## src/rtl/pipe_ctrl_if.sv

```systemverilog
// pipe_ctrl_if: pipeline-to-hazard-controller bundle. The master is the pipeline
// and the slave is pipe_ctrl.
interface pipe_ctrl_if;
  logic       ld_stall_i;
  logic       jump_i;
  logic       mdu_start_i;
  logic       mdu_done_i;
  logic       dmem_req_i;
  logic       dmem_ack_i;
  logic       pc_hold_o;
  logic       stall_if_o;
  logic       stall_id_o;
  logic       stall_ex_o;
  logic       stall_mem_o;
  logic       flush_id_o;
  logic       flush_ex_o;
  logic       bubble_ex_o;
  logic       bubble_mem_o;
  logic       bubble_wb_o;
  logic [1:0] state_o;
  logic       err_timeout_o;

  modport master (
    output ld_stall_i, jump_i, mdu_start_i, mdu_done_i, dmem_req_i, dmem_ack_i,
    input  pc_hold_o, stall_if_o, stall_id_o, stall_ex_o, stall_mem_o,
           flush_id_o, flush_ex_o, bubble_ex_o, bubble_mem_o, bubble_wb_o,
           state_o, err_timeout_o
  );

  modport slave (
    input  ld_stall_i, jump_i, mdu_start_i, mdu_done_i, dmem_req_i, dmem_ack_i,
    output pc_hold_o, stall_if_o, stall_id_o, stall_ex_o, stall_mem_o,
           flush_id_o, flush_ex_o, bubble_ex_o, bubble_mem_o, bubble_wb_o,
           state_o, err_timeout_o
  );
endinterface

```

## src/rtl/pipe_ctrl.sv

```systemverilog
// pipe_ctrl: Mealy stall/flush/bubble controller with time-bounded memory and MDU waits.
// Optional stall/flush performance counters are enabled by defining PIPE_PERF_CNT_EN.
module pipe_ctrl #(
  parameter int unsigned TIMEOUT = 255
) (
  input  logic        clk,
  input  logic        rst_n,
  pipe_ctrl_if.slave  bus
`ifdef PIPE_PERF_CNT_EN
  ,
  output logic [31:0] stall_cnt_o,
  output logic [31:0] flush_cnt_o
`endif
);

  // state      | meaning
  // S_RUN      | normal issue; hazards resolved combinationally
  // S_MEM_WAIT | MEM access outstanding, whole pipe frozen
  // S_MDU_WAIT | mul/div busy in EX, front end frozen
  typedef enum logic [1:0] {
    S_RUN      = 2'd0,
    S_MEM_WAIT = 2'd1,
    S_MDU_WAIT = 2'd2
  } state_t;

  state_t     r_state;
  state_t     w_state_nxt;
  logic [7:0] r_cnt;
  logic       r_err;
  logic       w_tmo_hit;
  logic       w_timeout;
  logic       w_mem_hold;
  logic       w_mdu_hold;
  logic       w_flush;
  logic       w_ld_hold;

  assign w_tmo_hit = (r_cnt == 8'(TIMEOUT - 1));

  always_ff @(posedge clk or negedge rst_n) begin
    if (!rst_n) begin
      r_state <= S_RUN;
      r_cnt   <= '0;
      r_err   <= 1'b0;
    end else begin
      r_state <= w_state_nxt;
      r_err   <= r_err | w_timeout;
      if (w_state_nxt == S_RUN || r_state == S_RUN) begin
        r_cnt <= '0;
      end else if (r_cnt != 8'hFF) begin
        r_cnt <= r_cnt + 8'd1;
      end
    end
  end

  always_comb begin
    w_state_nxt = r_state;
    w_timeout   = 1'b0;
    case (r_state)
      S_RUN: begin
        if (bus.dmem_req_i && !bus.dmem_ack_i) begin
          w_state_nxt = S_MEM_WAIT;
        end else if (bus.mdu_start_i && !bus.mdu_done_i) begin
          w_state_nxt = S_MDU_WAIT;
        end
      end
      S_MEM_WAIT: begin
        if (bus.dmem_ack_i) begin
          w_state_nxt = S_RUN;
        end else if (w_tmo_hit) begin
          w_state_nxt = S_RUN;
          w_timeout   = 1'b1;
        end
      end
      S_MDU_WAIT: begin
        if (bus.mdu_done_i) begin
          w_state_nxt = S_RUN;
        end else if (w_tmo_hit) begin
          w_state_nxt = S_RUN;
          w_timeout   = 1'b1;
        end
      end
      default: w_state_nxt = S_RUN;
    endcase
  end

  // Jump and load-use only matter in RUN; waits ignore them.
  always_comb begin
    w_mem_hold = 1'b0;
    w_mdu_hold = 1'b0;
    w_flush    = 1'b0;
    w_ld_hold  = 1'b0;
    case (r_state)
      S_RUN: begin
        if (bus.dmem_req_i && !bus.dmem_ack_i) begin
          w_mem_hold = 1'b1;
        end else if (bus.mdu_start_i && !bus.mdu_done_i) begin
          w_mdu_hold = 1'b1;
        end else if (bus.jump_i) begin
          w_flush = 1'b1;
        end else if (bus.ld_stall_i) begin
          w_ld_hold = 1'b1;
        end
      end
      S_MEM_WAIT: w_mem_hold = !bus.dmem_ack_i && !w_tmo_hit;
      S_MDU_WAIT: w_mdu_hold = !bus.mdu_done_i && !w_tmo_hit;
      default: ;
    endcase
  end

  assign bus.pc_hold_o     = w_mem_hold | w_mdu_hold | w_ld_hold;
  assign bus.stall_if_o    = w_mem_hold | w_mdu_hold | w_ld_hold;
  assign bus.stall_id_o    = w_mem_hold | w_mdu_hold | w_ld_hold;
  assign bus.stall_ex_o    = w_mem_hold | w_mdu_hold;
  assign bus.stall_mem_o   = w_mem_hold;
  assign bus.flush_id_o    = w_flush;
  assign bus.flush_ex_o    = w_flush;
  assign bus.bubble_ex_o   = w_ld_hold;
  assign bus.bubble_mem_o  = w_mdu_hold;
  assign bus.bubble_wb_o   = w_mem_hold;
  assign bus.state_o       = r_state;
  // The sticky flag is visible already in the cycle the timeout fires.
  assign bus.err_timeout_o = r_err | w_timeout;

`ifdef PIPE_PERF_CNT_EN
  logic [31:0] r_stall_cnt;
  logic [31:0] r_flush_cnt;

  always_ff @(posedge clk or negedge rst_n) begin
    if (!rst_n) begin
      r_stall_cnt <= '0;
      r_flush_cnt <= '0;
    end else begin
      if (bus.pc_hold_o)  r_stall_cnt <= r_stall_cnt + 32'd1;
      if (bus.flush_ex_o) r_flush_cnt <= r_flush_cnt + 32'd1;
    end
  end

  assign stall_cnt_o = r_stall_cnt;
  assign flush_cnt_o = r_flush_cnt;
`endif

endmodule

```

## src/flat_wrapper.sv

```systemverilog
// flat-port wrapper written by rule: the top's interface ports become plain ports
module pipe_ctrl_flat 
#(
  parameter int unsigned TIMEOUT = 255
)
  (clk, rst_n, bus_ld_stall_i, bus_jump_i, bus_mdu_start_i, bus_mdu_done_i, bus_dmem_req_i, bus_dmem_ack_i, bus_pc_hold_o, bus_stall_if_o, bus_stall_id_o, bus_stall_ex_o, bus_stall_mem_o, bus_flush_id_o, bus_flush_ex_o, bus_bubble_ex_o, bus_bubble_mem_o, bus_bubble_wb_o, bus_state_o, bus_err_timeout_o);
  pipe_ctrl_if bus_i ();
  input  logic clk;
  input  logic rst_n;
  input wire logic [$bits(bus_i.ld_stall_i)-1:0] bus_ld_stall_i;
  input wire logic [$bits(bus_i.jump_i)-1:0] bus_jump_i;
  input wire logic [$bits(bus_i.mdu_start_i)-1:0] bus_mdu_start_i;
  input wire logic [$bits(bus_i.mdu_done_i)-1:0] bus_mdu_done_i;
  input wire logic [$bits(bus_i.dmem_req_i)-1:0] bus_dmem_req_i;
  input wire logic [$bits(bus_i.dmem_ack_i)-1:0] bus_dmem_ack_i;
  output wire logic [$bits(bus_i.pc_hold_o)-1:0] bus_pc_hold_o;
  output wire logic [$bits(bus_i.stall_if_o)-1:0] bus_stall_if_o;
  output wire logic [$bits(bus_i.stall_id_o)-1:0] bus_stall_id_o;
  output wire logic [$bits(bus_i.stall_ex_o)-1:0] bus_stall_ex_o;
  output wire logic [$bits(bus_i.stall_mem_o)-1:0] bus_stall_mem_o;
  output wire logic [$bits(bus_i.flush_id_o)-1:0] bus_flush_id_o;
  output wire logic [$bits(bus_i.flush_ex_o)-1:0] bus_flush_ex_o;
  output wire logic [$bits(bus_i.bubble_ex_o)-1:0] bus_bubble_ex_o;
  output wire logic [$bits(bus_i.bubble_mem_o)-1:0] bus_bubble_mem_o;
  output wire logic [$bits(bus_i.bubble_wb_o)-1:0] bus_bubble_wb_o;
  output wire logic [$bits(bus_i.state_o)-1:0] bus_state_o;
  output wire logic [$bits(bus_i.err_timeout_o)-1:0] bus_err_timeout_o;
  assign bus_i.ld_stall_i = bus_ld_stall_i;
  assign bus_i.jump_i = bus_jump_i;
  assign bus_i.mdu_start_i = bus_mdu_start_i;
  assign bus_i.mdu_done_i = bus_mdu_done_i;
  assign bus_i.dmem_req_i = bus_dmem_req_i;
  assign bus_i.dmem_ack_i = bus_dmem_ack_i;
  assign bus_pc_hold_o = bus_i.pc_hold_o;
  assign bus_stall_if_o = bus_i.stall_if_o;
  assign bus_stall_id_o = bus_i.stall_id_o;
  assign bus_stall_ex_o = bus_i.stall_ex_o;
  assign bus_stall_mem_o = bus_i.stall_mem_o;
  assign bus_flush_id_o = bus_i.flush_id_o;
  assign bus_flush_ex_o = bus_i.flush_ex_o;
  assign bus_bubble_ex_o = bus_i.bubble_ex_o;
  assign bus_bubble_mem_o = bus_i.bubble_mem_o;
  assign bus_bubble_wb_o = bus_i.bubble_wb_o;
  assign bus_state_o = bus_i.state_o;
  assign bus_err_timeout_o = bus_i.err_timeout_o;
  pipe_ctrl #(.TIMEOUT(TIMEOUT)) u_core (.clk(clk), .rst_n(rst_n), .bus(bus_i));
endmodule
```

## config.mk

```make
export PLATFORM = sky130hd
export DESIGN_NAME = pipe_ctrl_flat
export DESIGN_NICKNAME = d
export VERILOG_FILES = /design/src/rtl/pipe_ctrl_if.sv /design/src/rtl/pipe_ctrl.sv /design/src/flat_wrapper.sv
export SDC_FILE = /design/constraint.sdc
export NUM_CORES = 1
export LEC_CHECK = 0
export BUFFER_PORTS_ARGS = -buffer_cell sky130_fd_sc_hd__buf_2
export CORE_MARGIN = 2
export CORE_UTILIZATION = 46
export DETAILED_ROUTE_END_ITERATION = 12
export PLACE_DENSITY = 0.68
export SYNTH_ARGS = -nofsm -noshare
export SYNTH_HDL_FRONTEND = slang
export SYNTH_SLANG_ARGS = --single-unit
```

## constraint.sdc

```tcl
create_clock -name clk -period 4 [get_ports clk]
set_input_delay 0.8 -clock clk [delete_from_list [all_inputs] [get_ports clk]]
set_output_delay 0.8 -clock clk [all_outputs]
set_load 0.01 [all_outputs]
```

==> metrics.txt, run 1 <==
Die W=46.15 um; cell count after placement=116; remaining design rule violation count=0; layout cell share with drive strength beyond 1=33.01%; synthesis-stage register bit count=11; Mapped Cells=84; Skew-Pair Late Insertion Delay=260 ps; Die H=46.15 um; first-pass GRT wire length=around 2400 um; Total Routing Usage GR=16.20%; Synth Area in Compound Gates=between 20% and 30%; final critical-path share of the clock period=67.58%; most common cell after layout, fill and taps aside=buf_2; Simple-Gate Fraction of Synth Area=27.87%; most frequent cells in the layout=20 x buf_2, 11 x dfrtp_1, 7 x nand2_1, 6 x o21ai_0, 6 x ha_1; slowest library cell on the worst path=o2bb2ai_2; RR Startpoint=u_core.r_cnt[0]$_DFFE_PN0P_; hold crit path type=in2async; power per cell area=461.4 mW/mm^2; crit end category=output port; GP Congestion=0.7854; DP Wirelength=1250 um; CTS tree=yes; die area=0.002129 mm^2; outcome=finished clean; mux cell area share after synthesis=0%; port bufs=20; clk buf depth=2; Worst Setup Start Kind=flip-flop; Power Internal=0.0002454 W; asr flop ratio synth=between 90% and 100%; Slew Limit Fails=0; clk sinks=11; total grt overflow=0; Vias=678; reg2reg end=u_core.bus.state_o[1]$_DFF_PN0_; via/cell ratio=between 5 and 6; postcts setup bufs=0; relative slew slack=53.30%; largest net degree at the start of global routing=13; initial DRC count=4; critical setup path kind=reg2out; Leak=0.4358 nW; initial antenna violation count=0; Setup TNS=0 ps; sw frac=42.62%; hold buffers post-CTS=0; largest family of logic cells by synthesized area=simple AND/OR/NAND/NOR gates; Area Growth Syn to Fin=13.48%; CP Data Required Time=3200 ps; CTS H-tree depth=1; Hold Violations, Final=0; area share of the largest cell type after synthesis=between 30% and 40%; DR pass1 iterations=4; post-synthesis sequential area ratio=33.69%; adder-cell share of the synthesized area=a little under a tenth; ys flop type=dfrtp_1; CP Max Fanout=12; CTS Root Cell=clkbuf_4; Syn Area/Cell=a little under 10 um^2; largest cells by area after synthesis=dfrtp_1 34%, ha_1 9.2%, buf_4 4.6%, o21ai_0 3.7%, a2111oi_2 3.7%; CP peak stage delay=520 ps; final wirelength=1591 um; I/O pins=21; yosys warns=0; vias in the first global route=548; TritonCTS buffer count=3; fill count=154; RSZ-0062 raised after global routing=no; PostCTS Resize Cnt=0; Non-Filler Instances=120; core area=0.001689 mm^2; XOR/XNOR Fraction of Synth Area=1.072%; post-synth top area cell=dfrtp_1; Max Freq=0.3700 GHz; Gate power share=51.7%; Core Util, Final=54.89%; Reg power frac=31.3%; worst vdd ir=0.2740 mV; clk slew on worst S/H paths=70 ps; EDFF count, synth=0; Worst Tran Pin Value=695.8 ps; fin crit period=2703 ps; setup slack, reg-to-reg=2330 ps; endpoints failing setup=0; NetSw=0.0001823 W; ANT nets after route=0; R2R cell count=5; clock share of power=between 15 and 20%; Routed WL per cell=between 10 and 15 um; Unique masters post-synth=32; FP Rows=15; synthesized area=around 800 um^2; MaxCap Viol Count=0; Inserted Diodes=0; worst-path cell chain=inv_1 -> ha_1 -> nand3_1 -> o2bb2ai_2 -> nand2_1 -> buf_2; skew final=between 4 and 5 ps; Worst EP arrival=1900 ps; Post-Synthesis Net Count=98; nets=118; Starting Density=48.37%
state kept, by name (all words and copies together) (netlist names):
signal,count
u_core.bus.state_o,2
u_core.r_cnt,8
u_core.r_err,1
worst max path at each step:
| stage | startpoint | slack (ps) | end | depth (start not counted) |
|---|---|---|---|---|
| after floorplan | bus_dmem_ack_i | 1590 | bus_flush_id_o | 4 |
| after global placement | bus_dmem_ack_i | 1540 | bus_pc_hold_o | 5 |
| after detailed placement | bus_dmem_ack_i | 1530 | bus_stall_id_o | 5 |
| after CTS | u_core.r_cnt[0]$_DFFE_PN0P_ | 1280 | bus_stall_id_o | 6 |
| after global routing | u_core.r_cnt[0]$_DFFE_PN0P_ | 1150 | bus_stall_if_o | 6 |
| final | u_core.r_cnt[0]$_DFFE_PN0P_ | 1300 | bus_stall_id_o | 6 |
metrics by stage:
step,hold WS [ps],worst slack [ps],cell area (um^2),total power [W]
2_1_floorplan,470.7,1594,817.0,0.0003092
6_report,387.4,1297,927.1,0.0004278
3_5_place_dp,440.3,1526,900.9,0.0003581
3_3_place_gp,438.0,1538,900.9,0.0003559
4_1_cts,395.6,1284,927.1,0.0004331
5_1_grt,389.8,1154,927.1,0.0004695
per-layer routing:
layer	track usage (%)	up-vias	wire length, um
li1	-	350	-
met1	22.36	320	778
met2	24.17	8	755
met3	7.059	0	57
met4	1.714	0	0
met5	0	-	0
layout make-up:
cell class	count	area [um^2]	area share (%)
multi-input combinational	63	485.5	52.36
sequential	11	275.3	29.69
timing repair buffer	20	100.1	10.80
clock buffer	4	26.28	2.834
tap	17	21.27	2.294
inverter	5	18.77	2.024
cells in the mapped netlist, types with 2 or more instances:
cell        n
nor4b_1     3
buf_4       5
inv_1       5
a2111oi_2   2
nor2_1      2
a221oi_1    2
nand2b_1    3
nand2_1     7
a31o_2      2
nor2b_1     3
nor3b_1     2
nor3_1      2
nor4_1      2
a211oi_1    2
o21ai_0     6
dfrtp_1    11
nand3_1     5
ha_1        6
worst max-delay path: cells and delay by family (launching register included):
kind / cells / cell delay (ps)
flip-flops: 1 / 440
buffers and inverters: 2 / 260
adder cells (fa/ha/maj): 1 / 140
AO/OA/AOI/OAI: 1 / 520
AND/OR/NAND/NOR: 2 / 280
power groups by stage:
stage	logic (W)	clock network [W]	registers [W]
2_1_floorplan	0.000171	0	0.000138
3_3_place_gp	0.000220	0	0.000136
3_5_place_dp	0.000222	0	0.000136
4_1_cts	0.000223	0.0000756	0.000134
5_1_grt	0.000249	0.0000843	0.000136
6_report	0.000221	0.0000727	0.000134
cell families (layout without fill, tap and decap cells):
| kind of cell | after synthesis | in the layout |
|---|---|---|
| AND/OR/NAND/NOR | 35 | 35 |
| XOR/XNOR | 1 | 1 |
| AO/OA/AOI/OAI | 21 | 21 |
| adder cells (fa/ha/maj) | 6 | 6 |
| buffers and inverters | 10 | 29 |
| flip-flops | 11 | 11 |
Note: power is estimated with default switching activity, not from simulation.
==> run 2: changes to the inputs <==
==> constraint.sdc (replaced) <==
create_clock -name clk -period 2.7 [get_ports clk]
set_input_delay 0.54 -clock clk [delete_from_list [all_inputs] [get_ports clk]]
set_output_delay 0.54 -clock clk [all_outputs]
set_load 0.01 [all_outputs]
==> run 2 against run 1 <==
- wire length down 4.3%
- clock power rose by 55%
- sequential power rose by 47%
- worst hold slack got worse by 270 ps
- count of clock-buffer cells in the layout is the same
- clock skew up 0.77 ps
- register-to-register slack worse by 1300 ps
- combinational power is 48% higher
- sequential share of layout area stayed put
- utilization stayed put
- die area is the same
- sequential cell count unchanged
- largest cell class unchanged
- highest routed layer is now met4
==> metrics.txt, run 2 (same netlist as run 1, synthesis figures left out) <==
outcome=finished clean; remaining design rule violation count=0; DR pass1 iterations=4; largest net degree at the start of global routing=13; max reg flops=8; final wirelength=~1500 um; Die H=46.15 um; Worst EP arrival=between 1500 and 2000 ps; initial antenna violation count=0; clk slew on worst S/H paths=roughly 70 ps; Routed WL per cell=12.68 um; postcts setup bufs=0; clk sinks=11; RSZ-0062 raised after global routing=no; DP Wirelength=about 1200 um; GP Congestion=~0.76; initial DRC count=10; Inserted Diodes=0; Hold Violations, Final=0; ANT nets after route=0; CTS Root Cell=clkbuf_4; core area=0.001689 mm^2; I/O pins=21; hold crit path type=in2async; CTS H-tree depth=1; fin crit period=2393 ps; most common cell after layout, fill and taps aside=buf_2; Vias=around 700; final critical-path share of the clock period=88.62%; Total Routing Usage GR=about 16%; Worst Setup Start Kind=flip-flop; first-pass GRT wire length=2442 um; Starting Density=48.37%; clk buf depth=2; hold buffers post-CTS=0; CTS tree=yes; layout cell share with drive strength beyond 1=33.01%; Leak=0.4358 nW; Die W=46.15 um; reg2reg end=u_core.r_cnt[0]$_DFFE_PN0P_; port bufs=20; via/cell ratio=5.792; cell count after placement=116; endpoints failing setup=0; CP Max Fanout=12; Biggest register=u_core.r_cnt; Slew Limit Fails=0; RR Startpoint=u_core.bus.state_o[0]$_DFF_PN0_; Worst Tran Pin Value=714.2 ps; Setup TNS=0 ps; total grt overflow=0; worst vdd ir=between 0.4 and 0.5 mV; MaxCap Viol Count=0; power per cell area=a little under 700 mW/mm^2; setup slack, reg-to-reg=between 1000 and 1500 ps; most frequent cells in the layout=20 x buf_2, 11 x dfrtp_1, 7 x nand2_1, 6 x o21ai_0, 6 x ha_1; Hold WS=116.4 ps; skew final=5.527 ps; Max Freq=0.4179 GHz; nets=118; PostCTS Resize Cnt=0; vias in the first global route=579; crit end category=output port; critical setup path kind=reg2out; CP Data Required Time=around 2200 ps; TritonCTS buffer count=3; die area=0.002129 mm^2; FP Rows=15; relative slew slack=between 50% and 60%; R2R cell count=5; Area Growth Syn to Fin=13.48%; Skew-Pair Late Insertion Delay=approximately 270 ps; Non-Filler Instances=between 100 and 150
## run 2: cell counts in the layout (fill, tap and decap cells not counted)
Identical to the previous run, type by type.
## run 2: metrics by stage
| step | instance area (um^2) | total power (W) | setup slack (ps) | util (%) |
|---|---|---|---|---|
| 2_1_floorplan | 817.0 | 0.0004581 | 686.8 | - |
| 3_3_place_gp | 900.9 | 0.0005252 | 618.7 | 53.33 |
| 3_5_place_dp | 900.9 | 0.0005286 | 585.6 | 53.33 |
| 4_1_cts | 927.1 | 0.0006416 | 277.4 | 54.89 |
| 5_1_grt | 927.1 | 0.0006935 | 76.07 | 54.89 |
| 6_report | 927.1 | 0.0006360 | 307.2 | 54.89 |
## run 2: cell type report
type	count	area [um^2]
fill	166	762.0
multi-input combinational	63	485.5
sequential	11	275.3
timing repair buffer	20	100.1
clock buffer	4	26.28
tap	17	21.27
inverter	5	18.77
## run 2: worst max-delay path by stage
| stage | start | to | depth (start not counted) |
|---|---|---|---|
| floorplan | u_core.bus.state_o[0]$_DFF_PN0_ | bus_flush_id_o | 5 |
| global placement | u_core.r_cnt[0]$_DFFE_PN0P_ | bus_pc_hold_o | 6 |
| detailed placement | u_core.r_cnt[0]$_DFFE_PN0P_ | bus_stall_id_o | 6 |
| CTS | u_core.r_cnt[0]$_DFFE_PN0P_ | bus_stall_id_o | 6 |
| global route | u_core.r_cnt[0]$_DFFE_PN0P_ | bus_stall_if_o | 6 |
| finish | u_core.r_cnt[0]$_DFFE_PN0P_ | bus_stall_id_o | 6 |
## run 2: worst max-delay path, cell delays in order, from the launching register on
cell       delay, ps
dfrtp_1          430
inv_1             80
ha_1             130
nand3_1          120
o2bb2ai_2        490
nand2_1          150
buf_2            180
## run 2: report_power, final
group          switching, W  internal, W
registers         0.0000177     0.000179
logic              0.000199     0.000127
clock network     0.0000557    0.0000574
## run 2: metal layers
layer	GRT usage [%]	share of wire, %
met1	22.65	47
met2	22.78	46
met3	5.882	4.7
met4	7.429	1.9
met5	0	0
